`src/rtl/dirty_block_scanner_if.sv`:
```
// Handshake/bus bundle for the dirty block scanner: scan request on the
// controller side, one {index, address, one-hot} record per set bit on the output side.
interface dirty_block_scanner_if #(
  parameter int NUM_BLOCKS = 128,
  parameter int IDX_W      = 7,
  parameter int OFFSET_W   = 4,
  parameter int ADDR_W     = 16
);
  localparam int TAG_W = ADDR_W - IDX_W - OFFSET_W;

  logic                  start;
  logic [NUM_BLOCKS-1:0] mask_in;
  logic [TAG_W-1:0]      tag_in;
  logic                  out_valid;
  logic                  out_ready;
  logic [IDX_W-1:0]      out_idx;
  logic [ADDR_W-1:0]     out_addr;
  logic [NUM_BLOCKS-1:0] out_onehot;
  logic                  busy;
  logic                  done;
  logic [IDX_W:0]        count;

  modport master (
    output start, mask_in, tag_in, out_ready,
    input  out_valid, out_idx, out_addr, out_onehot, busy, done, count
  );

  modport slave (
    input  start, mask_in, tag_in, out_ready,
    output out_valid, out_idx, out_addr, out_onehot, busy, done, count
  );
endinterface

```
`src/rtl/dirty_block_scanner.sv`:
```
// Walks a captured block mask lowest-index first and emits one encoded record
// per set bit, used to sequence cache flush/writeback toward memory.
module dirty_block_scanner #(
  parameter int NUM_BLOCKS = 128,
  parameter int IDX_W      = 7,
  parameter int OFFSET_W   = 4,
  parameter int ADDR_W     = 16
) (
  input  logic                  clk,
  input  logic                  rst,
  dirty_block_scanner_if.slave  bus
);
  localparam int TAG_W = ADDR_W - IDX_W - OFFSET_W;

  typedef enum logic [1:0] {
    S_IDLE,
    S_SCAN,
    S_EMIT,
    S_DONE
  } state_e;

  state_e                state_q, state_d;
  logic [NUM_BLOCKS-1:0] mask_q, mask_d;
  logic [NUM_BLOCKS-1:0] onehot_q, onehot_d;
  logic [TAG_W-1:0]      tag_q, tag_d;
  logic [IDX_W-1:0]      idx_q, idx_d;
  logic [ADDR_W-1:0]     addr_q, addr_d;
  logic [IDX_W:0]        count_q, count_d;
  logic [IDX_W-1:0]      enc_idx;
  logic                  mask_empty;

  // Scanning downward lets the lowest set bit win the last assignment.
  always_comb begin
    enc_idx = '0;
    for (int i = NUM_BLOCKS - 1; i >= 0; i--) begin
      if (mask_q[i]) enc_idx = IDX_W'(i);
    end
  end

  assign mask_empty = (mask_q == '0);

  always_comb begin
    // NOTE: every next-state signal gets its hold value first, so no path
    // through the case below can leave one unassigned and infer a latch.
    state_d  = state_q;
    mask_d   = mask_q;
    tag_d    = tag_q;
    idx_d    = idx_q;
    addr_d   = addr_q;
    onehot_d = onehot_q;
    count_d  = count_q;

    case (state_q)
      S_IDLE: begin
        if (bus.start) begin
          mask_d  = bus.mask_in;
          tag_d   = bus.tag_in;
          count_d = '0;
          state_d = S_SCAN;
        end
      end
      S_SCAN: begin
        if (mask_empty) begin
          state_d = S_DONE;
        end else begin
          idx_d    = enc_idx;
          addr_d   = {tag_q, enc_idx, {OFFSET_W{1'b0}}};
          onehot_d = NUM_BLOCKS'(1) << enc_idx;
          state_d  = S_EMIT;
        end
      end
      S_EMIT: begin
        // The held one-hot is exactly the bit to retire from the mask.
        if (bus.out_ready) begin
          mask_d  = mask_q & ~onehot_q;
          count_d = count_q + (IDX_W + 1)'(1);
          state_d = S_SCAN;
        end
      end
      S_DONE: begin
        state_d = S_IDLE;
      end
      default: begin
        state_d = S_IDLE;
      end
    endcase
  end

  // NOTE: sequential state uses non-blocking assignments so every register
  // samples the pre-edge value of the others, independent of statement order.
  always_ff @(posedge clk) begin
    if (rst) begin
      state_q  <= S_IDLE;
      mask_q   <= '0;
      tag_q    <= '0;
      idx_q    <= '0;
      addr_q   <= '0;
      onehot_q <= '0;
      count_q  <= '0;
    end else begin
      state_q  <= state_d;
      mask_q   <= mask_d;
      tag_q    <= tag_d;
      idx_q    <= idx_d;
      addr_q   <= addr_d;
      onehot_q <= onehot_d;
      count_q  <= count_d;
    end
  end

  assign bus.out_valid  = (state_q == S_EMIT);
  assign bus.busy       = (state_q != S_IDLE);
  assign bus.done       = (state_q == S_DONE);
  assign bus.out_idx    = idx_q;
  assign bus.out_addr   = addr_q;
  assign bus.out_onehot = onehot_q;
  assign bus.count      = count_q;
endmodule

```
`src/flat_wrapper.sv`:
```
// flat-port wrapper written by rule: the top's interface ports become plain ports
module dirty_block_scanner_flat 
#(
  parameter int NUM_BLOCKS = 128,
  parameter int IDX_W      = 7,
  parameter int OFFSET_W   = 4,
  parameter int ADDR_W     = 16
)
  (clk, rst, bus_start, bus_mask_in, bus_tag_in, bus_out_ready, bus_out_valid, bus_out_idx, bus_out_addr, bus_out_onehot, bus_busy, bus_done, bus_count);
  dirty_block_scanner_if #(.NUM_BLOCKS(NUM_BLOCKS), .IDX_W(IDX_W), .OFFSET_W(OFFSET_W), .ADDR_W(ADDR_W)) bus_i ();
  input  logic clk;
  input  logic rst;
  input wire logic [$bits(bus_i.start)-1:0] bus_start;
  input wire logic [$bits(bus_i.mask_in)-1:0] bus_mask_in;
  input wire logic [$bits(bus_i.tag_in)-1:0] bus_tag_in;
  input wire logic [$bits(bus_i.out_ready)-1:0] bus_out_ready;
  output wire logic [$bits(bus_i.out_valid)-1:0] bus_out_valid;
  output wire logic [$bits(bus_i.out_idx)-1:0] bus_out_idx;
  output wire logic [$bits(bus_i.out_addr)-1:0] bus_out_addr;
  output wire logic [$bits(bus_i.out_onehot)-1:0] bus_out_onehot;
  output wire logic [$bits(bus_i.busy)-1:0] bus_busy;
  output wire logic [$bits(bus_i.done)-1:0] bus_done;
  output wire logic [$bits(bus_i.count)-1:0] bus_count;
  assign bus_i.start = bus_start;
  assign bus_i.mask_in = bus_mask_in;
  assign bus_i.tag_in = bus_tag_in;
  assign bus_i.out_ready = bus_out_ready;
  assign bus_out_valid = bus_i.out_valid;
  assign bus_out_idx = bus_i.out_idx;
  assign bus_out_addr = bus_i.out_addr;
  assign bus_out_onehot = bus_i.out_onehot;
  assign bus_busy = bus_i.busy;
  assign bus_done = bus_i.done;
  assign bus_count = bus_i.count;
  dirty_block_scanner #(.NUM_BLOCKS(NUM_BLOCKS), .IDX_W(IDX_W), .OFFSET_W(OFFSET_W), .ADDR_W(ADDR_W)) u_core (.clk(clk), .rst(rst), .bus(bus_i));
endmodule
```
`config.mk`:
```
export PLATFORM = sky130hd
export DESIGN_NAME = dirty_block_scanner_flat
export DESIGN_NICKNAME = d
export VERILOG_FILES = /design/src/rtl/dirty_block_scanner_if.sv /design/src/rtl/dirty_block_scanner.sv /design/src/flat_wrapper.sv
export SDC_FILE = /design/constraint.sdc
export NUM_CORES = 1
export LEC_CHECK = 0
export BUFFER_PORTS_ARGS = -buffer_cell sky130_fd_sc_hd__buf_4
export CELL_PAD_IN_SITES_DETAIL_PLACEMENT = 1
export CELL_PAD_IN_SITES_GLOBAL_PLACEMENT = 1
export CORE_MARGIN = 5
export CORE_UTILIZATION = 41
export CTS_BUF_LIST = sky130_fd_sc_hd__clkbuf_4 sky130_fd_sc_hd__clkbuf_8
export DETAILED_ROUTE_END_ITERATION = 12
export PLACE_DENSITY = 0.89
export REMOVE_ABC_BUFFERS = 1
export SKIP_LAST_GASP = 1
export SLEW_MARGIN = 20
export SYNTH_ARGS = -nofsm -noshare
export SYNTH_HDL_FRONTEND = slang
export SYNTH_SLANG_ARGS = --single-unit
export TNS_END_PERCENT = 50
```
`constraint.sdc`:
```
create_clock -name clk -period 2.7 [get_ports clk]
set_input_delay 0.135 -clock clk [delete_from_list [all_inputs] [get_ports clk]]
set_output_delay 0.135 -clock clk [all_outputs]
set_load 0.03 [all_outputs]
```
==> impl_metrics.py <==
metrics = {
    "sta": {
        "fmax_mhz": 298.5,
        "period_minus_slack_ns": 3.350,
        "finalSetupTns_ns": -60.16,
        "timing.hold.ws_ns": -0.04526,
        "slew_violations": 0,
        "tightest_slew_ns": 1.374,
        "clock-skew-final_ns": 0.05992,
        "slew_headroom_pct": 7.432,
        "worst_slack_ns": -0.6505,
        "fin_crit_sh_pct": 124.1,
        "rsz0062_at_grt": "true",
        "setup_viol_count_final": 139,
        "hold_viol": 8,
    },
    "detailed_routing": {
        "vias": 18060,
        "ant_nets": 0,
        "avgRoutedWirePerCell_um": 33.56,
        "wl_um": 87130,
        "remaining_drc_errors": 0,
        "first_pass_iters": 7,
        "drt_iter0_markers": 2353,
        "drt-vias-per-instance": 6.957,
    },
    "setup_path": {
        "cp_max_fo": 6,
        "worstSetupPathType": "flop to flop",
        "required_ns": 3.18,
        "critPathLaunchType": "flop",
        "critPathArrivalTime_ns": 3.83,
        "crit_path_end_kind": "flop",
    },
    "clock_network": {
        "numCtsBuffers": 48,
        "cts_sinks": 283,
        "cts_tree": "built",
        "clkTransAtPathRegs_ns": 0.09,
        "h-tree-depth": 2,
        "insertion_delay_ns": 0.63,
        "cts-root-buf": "clkbuf_8",
        "clock_path_buffers": 3,
    },
    "job": {
        "maxCapViolations": 0,
    },
    "synthesis": {
        "syn_area_mm2": 0.01292,
        "yosysUniqueCellTypes": 82,
        "syn_inst": 1598,
        "ys_seq_area_share_pct": 43.86,
        "synth_edf_count": 0,
        "synth-seq-cells": 283,
        "ys_warn_count": 0,
        "synth-async-reset-ratio_pct": 0,
        "synth_ff_type": "dfxtp_1",
        "avgSynthCellArea_um2": 8.083,
    },
    "status": {
        "outcome": "finished with violations",
        "violations": "hold timing, setup timing",
    },
    "finish": {
        "final_layout_size_suffix_gt1_share_pct": 37.09,
        "fillers": 3619,
        "syn_to_final_growth_pct": 55.73,
        "final_nets": 2292,
    },
    "global_route": {
        "grt_util_all_layers_pct": 37.63,
        "grt_pass1_vias": 17540,
        "grt_first_pass_wirelength_um": 105400,
        "grt_antenna_before_repair": 5,
        "grt_max_degree": 146,
        "overflow": 0,
    },
    "floorplan": {
        "die_area_mm2": 0.03516,
        "start_util_pct": 41.25,
        "dieWidth_um": 187.5,
        "num_rows": 65,
        "io_pins": 299,
        "coreArea_mm2": 0.03131,
        "die_y_um": 187.5,
    },
    "hold_path": {
        "hold_path.class": "primary input to flop",
    },
    "placed_design": {
        "post-place-ws_ns": -0.4203,
        "dp_hpwl_um": 42230,
        "port_buffers": 294,
        "gp_congestion": 0.9553,
    },
    "pwr": {
        "leakagePower_nw": 8.104,
        "power_density_mw_per_mm2": 688.2,
        "peakVddDrop_mv": 0.4502,
    },
}
## critical path, cell delays in order, from the launching register on
cell	delay (ns)
dfxtp_2	0.36
buf_6	0.12
buf_4	0.13
nor2_1	0.37
o31ai_2	0.20
a211oi_4	0.35
buf_4	0.16
o21ai_2	0.08
o2111a_2	0.38
buf_4	0.17
nor2_4	0.27
nand2_1	0.18
buf_4	0.22
o21ai_0	0.23
## path summary, 6_finish.rpt
check	startpoint	endpoint	slack (ns)	cells past startpoint
setup / recovery	u_core.mask_q[92]$_SDFFE_PP0P_	u_core.bus.out_onehot[31]$_SDFFE_PP0P_	-0.65	13
hold / removal	bus_mask_in[27]	u_core.mask_q[27]$_SDFFE_PP0P_	-0.05	3
setup reg to reg	u_core.mask_q[92]$_SDFFE_PP0P_	u_core.bus.out_onehot[31]$_SDFFE_PP0P_	-0.65	13
hold reg to reg	u_core.tag_q[2]$_SDFFE_PP0P_	u_core.tag_q[2]$_SDFFE_PP0P_	0.48	2
## where the power goes
group          leakage, nW  internal (mW)  switching, mW
clock network        0.570           2.45           2.17
logic                 5.22           1.77           2.70
registers             2.32           4.40          0.367
total                 8.10           8.62           5.23
## cell usage after synthesis, types with 4 or more instances
| master | n | area (um^2) |
|---|---|---|
| o21ai_0 | 159 | 795.8 |
| a221oi_1 | 30 | 262.8 |
| o21bai_1 | 6 | 45.04 |
| nor3_1 | 22 | 110.1 |
| nand3_1 | 12 | 60.06 |
| nor3_2 | 4 | 40.04 |
| nor4_1 | 37 | 231.5 |
| o31ai_1 | 10 | 75.07 |
| buf_4 | 13 | 97.59 |
| mux2i_1 | 8 | 80.08 |
| buf_2 | 22 | 110.1 |
| inv_1 | 30 | 112.6 |
| nand2_1 | 257 | 964.7 |
| o21ai_1 | 72 | 360.4 |
| nor2b_1 | 12 | 75.07 |
| a21oi_1 | 45 | 225.2 |
| nand2b_1 | 11 | 68.82 |
| nand4_1 | 14 | 87.58 |
| nor4_2 | 6 | 75.07 |
| o21a_1 | 4 | 30.03 |
| xor2_1 | 5 | 43.79 |
| a211oi_1 | 109 | 818.3 |
| o211ai_1 | 10 | 75.07 |
| and3_1 | 5 | 31.28 |
| or4_1 | 12 | 90.09 |
| clkbuf_1 | 75 | 281.5 |
| nor2_1 | 185 | 694.4 |
| a22o_1 | 43 | 376.6 |
| or3_1 | 9 | 56.30 |
| nor2_2 | 5 | 31.28 |
| dfxtp_1 | 283 | 5665 |
| and2_1 | 5 | 31.28 |
## what timing repair did
action / CTS / global route
resized for setup: 75 / 144
pin swaps: 30 / 52
setup buffers: 15 / 24
hold buffers: 66 / 1
endpoints found under the setup margin: 130 / 139
endpoints found under the hold margin: 67 / 1
gates cloned: 1 / 6
## final cells by class
| class | count | area (um^2) | share of cell area [%] |
|---|---|---|---|
| inverter | 31 | 116.4 | 0.5784 |
| clock buffer | 76 | 958.4 | 4.764 |
| antenna | 2 | 5.005 | 0.02488 |
| tap | 402 | 503.0 | 2.500 |
| multi-input combinational | 1175 | 7516 | 37.36 |
| clock inverter | 12 | 115.1 | 0.5722 |
| timing repair buffer | 615 | 5202 | 25.86 |
| sequential | 283 | 5700 | 28.34 |
## kinds of logic (layout without fill, tap and decap cells)
family / Yosys count / in the layout / synth area share, %
other: 1 / 6 / 0.02903
XOR/XNOR: 6 / 6 / 0.4068
buffers and inverters: 144 / 734 / 4.775
AO/OA/AOI/OAI: 536 / 537 / 27.78
AND/OR/NAND/NOR: 619 / 619 / 22.43
flip-flops: 283 / 283 / 43.86
adder cells (fa/ha/maj): 1 / 1 / 0.09685
multiplexers: 8 / 8 / 0.6199
## per-layer routing
layer | routed length (um) | global-route usage (%)
met5 | 53 | 0
met4 | 9814 | 23.83
met3 | 10880 | 7.893
met2 | 38230 | 65.68
met1 | 28170 | 41.77
## registers in the layout, indices dropped and copies added, names as in the netlist
name                   count
u_core.mask_q            128
u_core.bus.count           8
u_core.bus.out_idx         6
u_core.bus.out_onehot    128
u_core.tag_q               5
u_core.state_q             2
u_core.bus.out_addr        6
## cells in the final DEF, fill, tap and decap left out, types with 8 or more instances in the layout
master / n
buf_4: 501
dfxtp_1: 263
nand2_1: 252
nor2_1: 181
o21ai_0: 152
a211oi_1: 103
dlygate4sd3_1: 67
clkbuf_8: 62
o21ai_1: 49
a22o_1: 43
a21oi_1: 39
inv_1: 30
a221oi_1: 29
o21ai_2: 25
buf_6: 22
nor4_1: 17
buf_12: 17
nor3_1: 16
dfxtp_2: 16
nor4_4: 15
nand4_1: 14
clkbuf_4: 14
nor4_2: 13
nor2b_1: 11
nand2b_1: 11
nand3_1: 11
o211ai_1: 10
mux2i_1: 8
o31ai_1: 8
clkinv_2: 8
## stage by stage
stage / power (mW) / cells / utilization, % / area, um^2
floorplan: 6.079 / 1488 / - / 12430
global placement: 7.661 / 2396 / 54.15 / 16960
detailed placement: 7.777 / 2396 / 54.15 / 16960
CTS: 12.36 / 2564 / 61.22 / 19170
global route: 13.91 / 2595 / 64.24 / 20110
finish: 13.84 / 2596 / 64.25 / 20120
Power figures use the tool's default switching activity.
